===== src/rtl/serial_adder_pkg.sv =====
`default_nettype none
// ============================================================================
// Module      : serial_adder_pkg
// Description : Shared definitions for the bit-serial adder: the controller
//               state encoding and the default operand width.
// Revision    : 1.0 - initial release
// ============================================================================
package serial_adder_pkg;

    localparam int DEFAULT_WIDTH = 4;

    typedef enum logic [1:0] {
        ST_IDLE = 2'd0,
        ST_RUN  = 2'd1,
        ST_DONE = 2'd2
    } state_t;

endpackage
`default_nettype wire


===== src/rtl/full_adder.sv =====
`default_nettype none
// ============================================================================
// Module      : full_adder
// Description : Combinational 1-bit full adder, the only arithmetic element
//               of the serial adder datapath.
// Ports       : a, b, ci - addend bits and carry-in
//               s, co    - sum bit and carry-out
// Revision    : 1.0 - initial release
// ============================================================================
module full_adder (
    input  logic a,
    input  logic b,
    input  logic ci,
    output logic s,
    output logic co
);

    assign s  = a ^ b ^ ci;
    assign co = (a & b) | (a & ci) | (b & ci);

endmodule
`default_nettype wire


===== src/rtl/serial_adder_ctrl.sv =====
`default_nettype none
// ============================================================================
// Module      : serial_adder_ctrl
// Description : Bit-serial adder. An accepted start captures op_a, op_b and
//               cin, then one bit per clock is added LSB first through a
//               single full adder. The result and carry-out are registered
//               on the last bit and held until the next completion.
// Ports       : clk, rst (sync, active-high)
//               start, op_a, op_b, cin  - request and operands
//               busy, done              - status (done is a 1-cycle pulse)
//               sum, cout, led          - result, carry-out, display
// Revision    : 1.0 - initial release
// ============================================================================
module serial_adder_ctrl
    import serial_adder_pkg::*;
#(
    parameter int WIDTH = DEFAULT_WIDTH
) (
    input  logic             clk,
    input  logic             rst,
    input  logic             start,
    input  logic [WIDTH-1:0] op_a,
    input  logic [WIDTH-1:0] op_b,
    input  logic             cin,
    output logic             busy,
    output logic             done,
    output logic [WIDTH-1:0] sum,
    output logic             cout,
    output logic [4:0]       led
);

    // Counter holds 0..WIDTH, so it can never wrap while running.
    localparam int             CW   = $clog2(WIDTH + 1);
    localparam logic [CW-1:0]  LAST = CW'(WIDTH - 1);

    state_t           state;
    logic [WIDTH-1:0] a_sh;
    logic [WIDTH-1:0] b_sh;
    logic [WIDTH-1:0] sum_sh;
    logic [WIDTH-1:0] sum_sh_next;
    logic             carry;
    logic [CW-1:0]    cnt;
    logic             fa_s;
    logic             fa_co;

    full_adder u_fa (
        .a  (a_sh[0]),
        .b  (b_sh[0]),
        .ci (carry),
        .s  (fa_s),
        .co (fa_co)
    );

    // New sum bit enters at the MSB; after WIDTH shifts bit 0 lands at the LSB.
    generate
        if (WIDTH == 1) begin : g_shift_1
            assign sum_sh_next = fa_s;
        end else begin : g_shift_n
            assign sum_sh_next = {fa_s, sum_sh[WIDTH-1:1]};
        end
    endgenerate

    // Size cast both truncates (WIDTH>4) and zero-extends (WIDTH<4).
    assign led = {cout, 4'(sum)};

    always_ff @(posedge clk) begin
        if (rst) begin
            state  <= ST_IDLE;
            busy   <= 1'b0;
            done   <= 1'b0;
            sum    <= '0;
            cout   <= 1'b0;
            carry  <= 1'b0;
            cnt    <= '0;
            a_sh   <= '0;
            b_sh   <= '0;
            sum_sh <= '0;
        end else begin
            case (state)
                ST_IDLE: begin
                    done <= 1'b0;
                    if (start) begin
                        a_sh  <= op_a;
                        b_sh  <= op_b;
                        carry <= cin;
                        cnt   <= '0;
                        state <= ST_RUN;
                        busy  <= 1'b1;
                    end
                end
                ST_RUN: begin
                    sum_sh <= sum_sh_next;
                    a_sh   <= a_sh >> 1;
                    b_sh   <= b_sh >> 1;
                    carry  <= fa_co;
                    cnt    <= cnt + CW'(1);
                    if (cnt == LAST) begin
                        sum   <= sum_sh_next;
                        cout  <= fa_co;
                        done  <= 1'b1;
                        state <= ST_DONE;
                    end
                end
                ST_DONE: begin
                    done  <= 1'b0;
                    busy  <= 1'b0;
                    state <= ST_IDLE;
                end
                default: begin
                    done  <= 1'b0;
                    busy  <= 1'b0;
                    state <= ST_IDLE;
                end
            endcase
        end
    end

endmodule
`default_nettype wire


===== config.mk =====
export PLATFORM = sky130hd
export DESIGN_NAME = serial_adder_ctrl
export DESIGN_NICKNAME = d
export VERILOG_FILES = /design/src/rtl/serial_adder_pkg.sv /design/src/rtl/full_adder.sv /design/src/rtl/serial_adder_ctrl.sv
export SDC_FILE = /design/constraint.sdc
export NUM_CORES = 1
export LEC_CHECK = 0
export CORE_ASPECT_RATIO = 1.5
export CORE_MARGIN = 2
export CORE_UTILIZATION = 30
export CTS_BUF_LIST = sky130_fd_sc_hd__clkbuf_2 sky130_fd_sc_hd__clkbuf_4 sky130_fd_sc_hd__clkbuf_8
export CTS_CLUSTER_DIAMETER = 120
export DETAILED_ROUTE_END_ITERATION = 8
export PLACE_DENSITY_LB_ADDON = 0.12
export SLEW_MARGIN = 0
export SYNTH_ARGS = -nofsm -noshare
export SYNTH_HDL_FRONTEND = slang
export SYNTH_SLANG_ARGS = --single-unit

===== constraint.sdc =====
create_clock -name clk -period 1.5 [get_ports clk]
set_input_delay 0.375 -clock clk [delete_from_list [all_inputs] [get_ports clk]]
set_output_delay 0.375 -clock clk [all_outputs]
set_load 0.005 [all_outputs]

==> flow_summary.ini <==
[run_status]
status = finished clean

[logic_synthesis]
yosysWarningCount = 0
syn_area_per_cell_um2 = 8.90
syn_nets = 132
seq_area_frac_synth_pct = 46.2
synth_area_um2 = 1040
synth.distinct_cells = 23
synth_most_common_cell = dfxtp_1
ys_seq_elements = 24
syn_inst = 117
synthArstFlopShare_pct = 0
synth-edff-count = 0
yosys-top-cells-count = dfxtp_1 (24), nor2_1 (15), nand2_1 (11)
ys_top_cells_by_area = dfxtp_1 (46%), a222oi_1 (6.7%), nor2_1 (5.4%)
yosysTopAreaCell = dfxtp_1
yosysTopAreaCellShare_pct = 46.2
ys.flop_type = dfxtp_1

[worst_setup_path]
start_kind = flip-flop
path_max_fanout = 3
crit_type = reg -> out
cp_slowest_stage_delay_ns = 0.49
arrival_ns = 1.09
critPathTopFamily = buffers and inverters
worst_path_max_delay_cell = clkdlybuf4s50_1
cp_num_buf_inv = 1
crit_chain = clkdlybuf4s50_1
cp.required_ns = 1.12
end_kind = output pin

[power]
power_mw = 1.23
ir_drop_uv = 503
p_leak_nw = 0.623
power.density_nw_per_um2 = 900

[clock_tree]
clockBufferDepth = 2
hold_buffers = 0
cts_setup_buffers = 0
post_cts_resized = 3
cts-root-buf = clkbuf_8
numClockSinks = 24
cts.clk_slew.worst_paths_ns = 0.08
cts_buffers = 3
cts_tree = built
clkLatencyLatePin_ns = 0.26
cts_htree_levels = 1

[final_layout]
areaGrowthSynthToFinish_pct = 31.7
final_cells = 180
fin_util_pct = 40.9
fin_nets = 155
antenna_cells = 0
drive_gt1_share_pct = 12.3
fill_cells = 343
multiInputGateArea_um2 = 480
seq_area_um2 = 487

[global_route]
grt_use_total_pct = 12.1
grt_max_degree = 16
gr-total-overflow = 0
grt_pass1_vias = 838
antenna_found_initial = 0
grt_pass1_wl_um = 3760

[sta]
skew_ns = 0.00731
worst_pin_slew_ns = 0.508
setup_viol = 0
max_clock_freq_mhz = 684
tns_ns = 0
slew_violations = 0
hold_viol = 0
period_needed_ns = 1.46
slew-limit-headroom_pct = 66.1
grt_setup_unrepaired = false
timing.final.crit_share_pct = 97.5

[route]
drc = 0
wl_per_cell_um = 11.8
via_count = 868
first_pass_iters = 5
vias_per_cell = 4.82
wl_um = 2130
drt_iter0_drc = 38
ant_nets = 0

[place]
port-buffer-count = 23
dp_cells = 177
gp_congestion = 0.768
hpwl_um = 1570

[floorplan]
die-area_um2 = 3970
start_util_pct = 31.1
io_pins = 24
rows = 26
core_area_um2 = 3350
die_x_um = 52.1
die_h_um = 76.1

[worst_hold_path]
holdCritPathClass = reg -> reg

[job]
maxCapViolCount = 0
## flip-flops by register name, summed over array words and instances (netlist names)
signal and cells:
a_sh 4, b_sh 4, sum 4, cnt 3, sum_sh 3, state 2, busy 1, carry 1
cout 1, done 1
## cell usage in the layout, fill, tap and decap left out, types with 2 or more instances in the layout
cell type / synthesis / layout
dfxtp_2: 0 / 5
nand2_1: 11 / 11
a21oi_1: 10 / 10
a22oi_1: 3 / 3
nand3_1: 5 / 5
inv_1: 2 / 2
clkdlybuf4s50_1: 0 / 15
clkbuf_8: 0 / 3
buf_4: 7 / 7
dlymetal6s2s_1: 0 / 8
ha_1: 2 / 2
nor2_1: 15 / 15
nor3_1: 2 / 2
nand2b_1: 8 / 8
a222oi_1: 7 / 7
nor3b_1: 2 / 2
dfxtp_1: 24 / 19
nor2b_1: 8 / 7
## per-stage QoR
step	setup WS (ns)	hold WS [ns]	instance area [um2]
detailed placement	-0.132	0.449	1300
global placement	-0.119	0.441	1300
global route	0.00221	0.475	1370
CTS	0.00125	0.463	1350
floorplan	0.217	0.437	1040
finish	0.0374	0.459	1370
## area by class of cell
cell class,count,share of cell area (%)
clock buffer,3,3.01
inverter,2,0.547
multi-input combinational,79,35.0
sequential,24,35.5
tap,42,3.83
timing repair buffer,30,22.1
## kinds of logic (layout without fill, tap and decap cells)
| kind of cell | count (synthesis) | in the layout | share of synthesized area [%] |
|---|---|---|---|
| simple gates | 52 | 52 | 24.5 |
| flops | 24 | 24 | 46.2 |
| compound gates | 23 | 23 | 16.1 |
| buf+inv | 14 | 35 | 7.93 |
| fa+ha+maj | 3 | 3 | 4.33 |
| mux | 1 | 1 | 0.962 |
## worst paths after layout
kind	from	to	slack (ns)	cells after the start
worst max-delay path	sum[1]$_SDFFE_PP0P_	led[1]	0.04	1
worst min-delay path	sum[0]$_SDFFE_PP0P_	sum[0]$_SDFFE_PP0P_	0.46	2
worst max register to register	state[1]$_SDFFE_PP0P_	a_sh[0]$_SDFFE_PP0P_	0.23	2
worst min register to register	sum[0]$_SDFFE_PP0P_	sum[0]$_SDFFE_PP0P_	0.46	2
## where the power goes
group / internal [mW] / leakage [nW] / switching (mW) / total [mW]
clock network: 0.179 / 0.0216 / 0.193 / 0.373
logic: 0.0898 / 0.403 / 0.0783 / 0.168
registers: 0.672 / 0.199 / 0.0211 / 0.694
## routing by layer
metal | up-vias | GRT usage (%) | part of all wire, %
met3 | 2 | 1.76 | 4.9
met2 | 25 | 20.9 | 51
met5 | - | 0 | 0
met1 | 397 | 14.2 | 43
li1 | 444 | - | -
met4 | 0 | 5.53 | 1.1
Note: power is estimated with default switching activity, not from simulation.
